$ cat src/rtl/countdown_ctrl_if.sv
// Control/status bundle for the countdown sequencer: load/start/hold/reload
// requests in, count and run flags out.
interface countdown_ctrl_if #(
  parameter int WIDTH = 3
);
  logic             load;
  logic [WIDTH-1:0] load_val;
  logic             start;
  logic             hold;
  logic             auto_reload;
  logic [WIDTH-1:0] count;
  logic             busy;
  logic             tc;
  logic             done;

  modport master (
    output load, load_val, start, hold, auto_reload,
    input  count, busy, tc, done
  );

  modport slave (
    input  load, load_val, start, hold, auto_reload,
    output count, busy, tc, done
  );
endinterface

$ cat src/rtl/countdown_ctrl.sv
// Countdown sequencer driving a ripple full-adder decrementer (count + all-ones).
// Supports pause, terminal-count pulse and optional auto-reload.
module cd_fa (
  input  logic a,
  input  logic b,
  input  logic cin,
  output logic s,
  output logic cout
);
  assign s    = a ^ b ^ cin;
  assign cout = (a & b) | (cin & (a ^ b));
endmodule

module countdown_ctrl #(
  parameter int WIDTH = 3
) (
  input  logic         clk,
  input  logic         rst,
  countdown_ctrl_if.slave bus
);
  typedef enum logic [1:0] {IDLE, RUN, PAUSE, DONE} state_t;

  state_t           state, state_nxt;
  logic [WIDTH-1:0] count_q, count_nxt;
  logic [WIDTH-1:0] reload_q, reload_nxt;
  logic             tc_q, tc_nxt;
  logic             busy_q, done_q;

  logic [WIDTH-1:0] dec;
  logic [WIDTH:0]   carry;
  logic             count_nz, is_one, reload_nz;

  // count + all-ones: the dropped carry-out is 1 exactly when count != 0,
  // so it doubles as the non-zero flag.
  assign carry[0] = 1'b0;
  for (genvar i = 0; i < WIDTH; i++) begin : g_fa
    cd_fa u_fa (
      .a   (count_q[i]),
      .b   (1'b1),
      .cin (carry[i]),
      .s   (dec[i]),
      .cout(carry[i+1])
    );
  end

  assign count_nz  = carry[WIDTH];
  assign is_one    = (count_q == WIDTH'(1));
  assign reload_nz = |reload_q;

  always_ff @(posedge clk) begin
    if (rst) begin
      state    <= IDLE;
      count_q  <= '0;
      reload_q <= '0;
      tc_q     <= 1'b0;
      busy_q   <= 1'b0;
      done_q   <= 1'b0;
    end else begin
      state    <= state_nxt;
      count_q  <= count_nxt;
      reload_q <= reload_nxt;
      tc_q     <= tc_nxt;
      busy_q   <= (state_nxt == RUN) || (state_nxt == PAUSE);
      done_q   <= (state_nxt == DONE);
    end
  end

  always_comb begin
    state_nxt = state;
    if (bus.load) state_nxt = IDLE;
    else begin
      case (state)
        IDLE:    if (bus.start) state_nxt = count_nz ? RUN : DONE;
        RUN:     if (bus.hold) state_nxt = PAUSE;
                 else if (is_one && !bus.auto_reload) state_nxt = DONE;
        PAUSE:   if (!bus.hold) state_nxt = RUN;
        DONE:    if (bus.start && reload_nz) state_nxt = RUN;
        default: state_nxt = IDLE;
      endcase
    end
  end

  always_comb begin
    count_nxt  = count_q;
    reload_nxt = reload_q;
    tc_nxt     = 1'b0;
    if (bus.load) begin
      count_nxt  = bus.load_val;
      reload_nxt = bus.load_val;
    end else begin
      case (state)
        IDLE: if (bus.start && !count_nz) tc_nxt = 1'b1;
        RUN: if (!bus.hold) begin
          if (is_one) begin
            tc_nxt    = 1'b1;
            count_nxt = bus.auto_reload ? reload_q : '0;
          end else if (count_nz) count_nxt = dec;
        end
        DONE: if (bus.start) begin
          if (reload_nz) count_nxt = reload_q;
          else           tc_nxt    = 1'b1;
        end
        default: ;
      endcase
    end
  end

  assign bus.count = count_q;
  assign bus.busy  = busy_q;
  assign bus.tc    = tc_q;
  assign bus.done  = done_q;
endmodule
$ cat src/flat_wrapper.sv
// flat-port wrapper written by rule: the top's interface ports become plain ports
module countdown_ctrl_flat 
#(
  parameter int WIDTH = 3
)
  (clk, rst, bus_load, bus_load_val, bus_start, bus_hold, bus_auto_reload, bus_count, bus_busy, bus_tc, bus_done);
  countdown_ctrl_if #(.WIDTH(WIDTH)) bus_i ();
  input  logic clk;
  input  logic rst;
  input wire logic [$bits(bus_i.load)-1:0] bus_load;
  input wire logic [$bits(bus_i.load_val)-1:0] bus_load_val;
  input wire logic [$bits(bus_i.start)-1:0] bus_start;
  input wire logic [$bits(bus_i.hold)-1:0] bus_hold;
  input wire logic [$bits(bus_i.auto_reload)-1:0] bus_auto_reload;
  output wire logic [$bits(bus_i.count)-1:0] bus_count;
  output wire logic [$bits(bus_i.busy)-1:0] bus_busy;
  output wire logic [$bits(bus_i.tc)-1:0] bus_tc;
  output wire logic [$bits(bus_i.done)-1:0] bus_done;
  assign bus_i.load = bus_load;
  assign bus_i.load_val = bus_load_val;
  assign bus_i.start = bus_start;
  assign bus_i.hold = bus_hold;
  assign bus_i.auto_reload = bus_auto_reload;
  assign bus_count = bus_i.count;
  assign bus_busy = bus_i.busy;
  assign bus_tc = bus_i.tc;
  assign bus_done = bus_i.done;
  countdown_ctrl #(.WIDTH(WIDTH)) u_core (.clk(clk), .rst(rst), .bus(bus_i));
endmodule
$ cat config.mk
export PLATFORM = sky130hd
export DESIGN_NAME = countdown_ctrl_flat
export DESIGN_NICKNAME = d
export VERILOG_FILES = /design/src/rtl/countdown_ctrl_if.sv /design/src/rtl/countdown_ctrl.sv /design/src/flat_wrapper.sv
export SDC_FILE = /design/constraint.sdc
export NUM_CORES = 1
export LEC_CHECK = 0
export BUFFER_PORTS_ARGS = -buffer_cell sky130_fd_sc_hd__buf_2
export CELL_PAD_IN_SITES_DETAIL_PLACEMENT = 1
export CELL_PAD_IN_SITES_GLOBAL_PLACEMENT = 2
export CORE_MARGIN = 1
export CORE_UTILIZATION = 26
export CTS_CLUSTER_SIZE = 24
export DETAILED_ROUTE_END_ITERATION = 6
export GPL_TIMING_DRIVEN = 0
export MAX_ROUTING_LAYER = met4
export PLACE_DENSITY_LB_ADDON = 0.3
export SYNTH_ARGS = -nofsm -noshare
export SYNTH_HDL_FRONTEND = slang
export SYNTH_SLANG_ARGS = --single-unit
$ cat constraint.sdc
create_clock -name clk -period 1.7 [get_ports clk]
set_clock_uncertainty 0.15 [all_clocks]
set_input_delay 0.34 -clock clk [delete_from_list [all_inputs] [get_ports clk]]
set_output_delay 0.34 -clock clk [all_outputs]
set_load 0.1 [all_outputs]
==> metrics.md <==
| Metric | Value |
|---|---|
| Status | finished with violations |
| Failing checks | negative setup slack |
| Sw Ratio | 0.384 |
| Int Pwr | 0.475 mW |
| Mux share of post-synthesis cell area | 0.0152 |
| Vias per cell | 5.00 |
| Syn Nets | 91 |
| CTS Buf Count | 3 |
| Max stage delay on crit path | 0.42 ns |
| XOR/XNOR share of the synthesized area | 0.0133 |
| ANT cells | 0 |
| VDD IR max | 0.417 mV |
| IO Pins | 15 |
| Routed Antenna Nets | 0 |
| CTS tree | yes |
| Max FO, Critical Path | 3 |
| Antenna violations before repair | 0 |
| Final Cell Area | 911 um2 |
| Max-slew violation count | 0 |
| Max Cap Viol | 0 |
| CTS root buf | clkbuf_4 |
| Final Non-Filler Cells | 129 |
| Share of total power in combinational logic | 0.379 |
| GRT Total Usage | 0.149 |
| Placed Cells | 120 |
| Rows | 17 |
| Avg Inst Size Synth | approximately 8.5 um2 |
| CTS max path bufs | 2 |
| Final worst-path cycle share | 1.03 |
| Synth-to-Final Area Change | 37.9% |
| Cell count after synthesis | 78 |
| Mapped cell area | 661 um2 |
| Post-Synth Adder-Cell Area | 0.0758 |
| Vias | 645 |
| H-tree Lvls | 1 |
| DP Area | 783 um2 |
| Post-detail-place hpwl | 1.21 mm |
| RSZ-0062 raised after global routing | yes |
| Initial DRC count | 14 |
| Worst Path Required | 1.72 ns |
| Slack of the critical path | -0.0590 ns |
| DR pass1 iterations | 4 |
| Most frequent cells in the layout | buf_2, buf_4, dfxtp_1 |
| Least-Margin Pin Slew | just under 0.5 ns |
| Routability Congestion | 0.725 |
| Max Freq | ~570 MHz |
| Worst-path clk slew | 0.08 ns |
| Simple-gate share of the synthesized area | 0.203 |
| Proportion of layout cells with a drive suffix above 1 | 0.485 |
| Worst setup EP type | flop |
| Crit-path cells | or3_4, nand3_1, a31oi_2, nor2_1, ha_2, nor2b_4 |
| Tmin final | 1.76 ns |
| Largest net degree at the start of global routing | 11 |
| Place WS | -0.165 ns |
| Fillers | 287 |
| DR WL/cell | 12.8 um |
| Sequential element share of the synthesized area | 0.333 |
| Skew-Pair Late Insertion Delay | 0.29 ns |
| Largest family of logic cells by synthesized area | compound AO/OA/AOI/OAI gates |
| Seq pwr share | 0.371 |
| Total power divided by cell area | 847 mW/mm2 |
| Hold Path Class | in2reg |
| P_leak | a little under 0.4 nW |
| Worst slew margin | 0.669 |
| Die ar. | between 0.002 and 0.003 mm2 |
| Die span in x | 52.4 um |
| GRT overflow | 0 |
| Total power | 0.771 mW |
| Setup Viol. Count Final | 2 |
| Sw Pwr | 0.296 mW |
| First-pass GRT wire length | 2.86 mm |
| TritonCTS Sinks | 11 |
| Slowest CP cell | or3_4 |
| Nets | 115 |
| Detailed Route WL | around 1.7 mm |
| Port Buffers | 14 |
| Yosys reg bits | 11 |
| Worst path arrival time | approximately 1.8 ns |
| Crit Path Category | reg2reg |
| Final Hold Viols | 0 |
| Initial Util | 0.288 |
| Post-synthesis compound-gate area fraction | 0.256 |
| Clock share of power | 0.251 |
| Die height | 52.4 um |
| Vias in the first global route | 614 |
| Drc violations | 0 |
| Startpoint types | flop |
| Syn. warnings | 0 |
| Core Box Area | 0.00230 mm2 |
| Post-CTS Hold Buffers | 0 |
| Synth cell types | 31 |
[flip-flops by register name, indices dropped and copies added (netlist names)]
name              cells
u_core.bus.tc         1
u_core.bus.done       1
u_core.state          2
u_core.reload_q       3
u_core.bus.busy       1
u_core.bus.count      3
[final cells by class]
cell class	instances	area (um2)	area share
flip-flops and latches	11	223	0.245
repair buffers	19	115	0.126
inverters	6	25.0	0.0275
multi-input cells	54	439	0.482
well taps	28	35.0	0.0385
clock buffers	3	22.5	0.0247
clock inverters	1	5.00	0.00549
plain buffers	7	46.3	0.0508
[power groups by stage]
| stage | Combinational (mW) | Sequential [mW] | Clock [mW] |
|---|---|---|---|
| after floorplan | 0.172 | 0.320 | 0 |
| after global placement | 0.252 | 0.292 | 0 |
| after detailed placement | 0.253 | 0.292 | 0 |
| after CTS | 0.278 | 0.286 | 0.201 |
| after global routing | 0.318 | 0.289 | 0.211 |
| final | 0.292 | 0.286 | 0.193 |
[kinds of logic (layout without fill, tap and decap cells)]
group	after synthesis	after routing
and+or+nand+nor	26	26
AOI/OAI and AO/OA	22	22
buffers and inverters	13	36
DFF	11	11
adders and majority gates	4	4
xor gates and xnor gates	1	1
muxes	1	1
[cell usage after synthesis]
cell / number / area share
a31oi_1: 1 / 0.0095
inv_1: 6 / 0.034
a2111oi_2: 1 / 0.023
dfxtp_1: 11 / 0.33
a21oi_1: 8 / 0.061
a41o_1: 2 / 0.030
nand3_1: 3 / 0.023
ha_1: 4 / 0.076
nand2_1: 7 / 0.040
a222oi_1: 1 / 0.015
nor2b_1: 2 / 0.019
and2_1: 1 / 0.0095
nor3_1: 3 / 0.023
buf_4: 5 / 0.057
o41ai_1: 2 / 0.027
nand3b_1: 2 / 0.023
mux2i_1: 1 / 0.015
nor2_1: 5 / 0.028
nand2b_1: 1 / 0.0095
o31ai_1: 1 / 0.011
o211ai_1: 1 / 0.011
a41oi_1: 1 / 0.013
a32oi_1: 1 / 0.013
or3_4: 1 / 0.017
a21boi_1: 1 / 0.011
o2bb2ai_2: 1 / 0.023
and2b_1: 1 / 0.011
clkbuf_1: 1 / 0.0057
buf_2: 1 / 0.0076
xor2_1: 1 / 0.013
o21ai_0: 1 / 0.0076
[what timing repair did]
item	4_1_cts	5_1_grt
resized for setup	7	11
pin swaps	3	5
buffers inserted	5	0
setup endpoints to repair	5	6
[worst paths after layout]
path                 startpoint            endpoint  slack (ns)  cells past startpoint
max          u_core.reload_q[0]     u_core.bus.busy       -0.06                      6
min reg2reg  u_core.reload_q[2]  u_core.reload_q[2]        0.34                      2
min                         rst       u_core.bus.tc        0.08                      2
max reg2reg  u_core.reload_q[0]     u_core.bus.busy       -0.06                      6
[metrics by stage]
step	hold slack, ns	setup TNS [ns]	util
after floorplan	0.270	0	-
after global placement	0.325	-0.326	0.341
after detailed placement	0.330	-0.308	0.341
after CTS	0.0845	-0.132	0.380
after global routing	0.0921	-0.524	0.397
final	0.0844	-0.0919	0.397
[worst max-delay path: cells and delay by family (launching register included)]
family	cells	cell delay [ns]
fa+ha+maj	1	0.27
compound gates	1	0.12
flops	1	0.34
simple gates	4	0.77
[per-layer routing]
layer  part of all wire  vias to the layer above  GRT usage
met1               0.50                      298      0.206
li1                   -                      326          -
met5                  0                        -          -
met2               0.44                       16      0.209
met4              0.024                        0     0.0789
met3              0.033                        5     0.0174
Power figures use the tool's default switching activity.
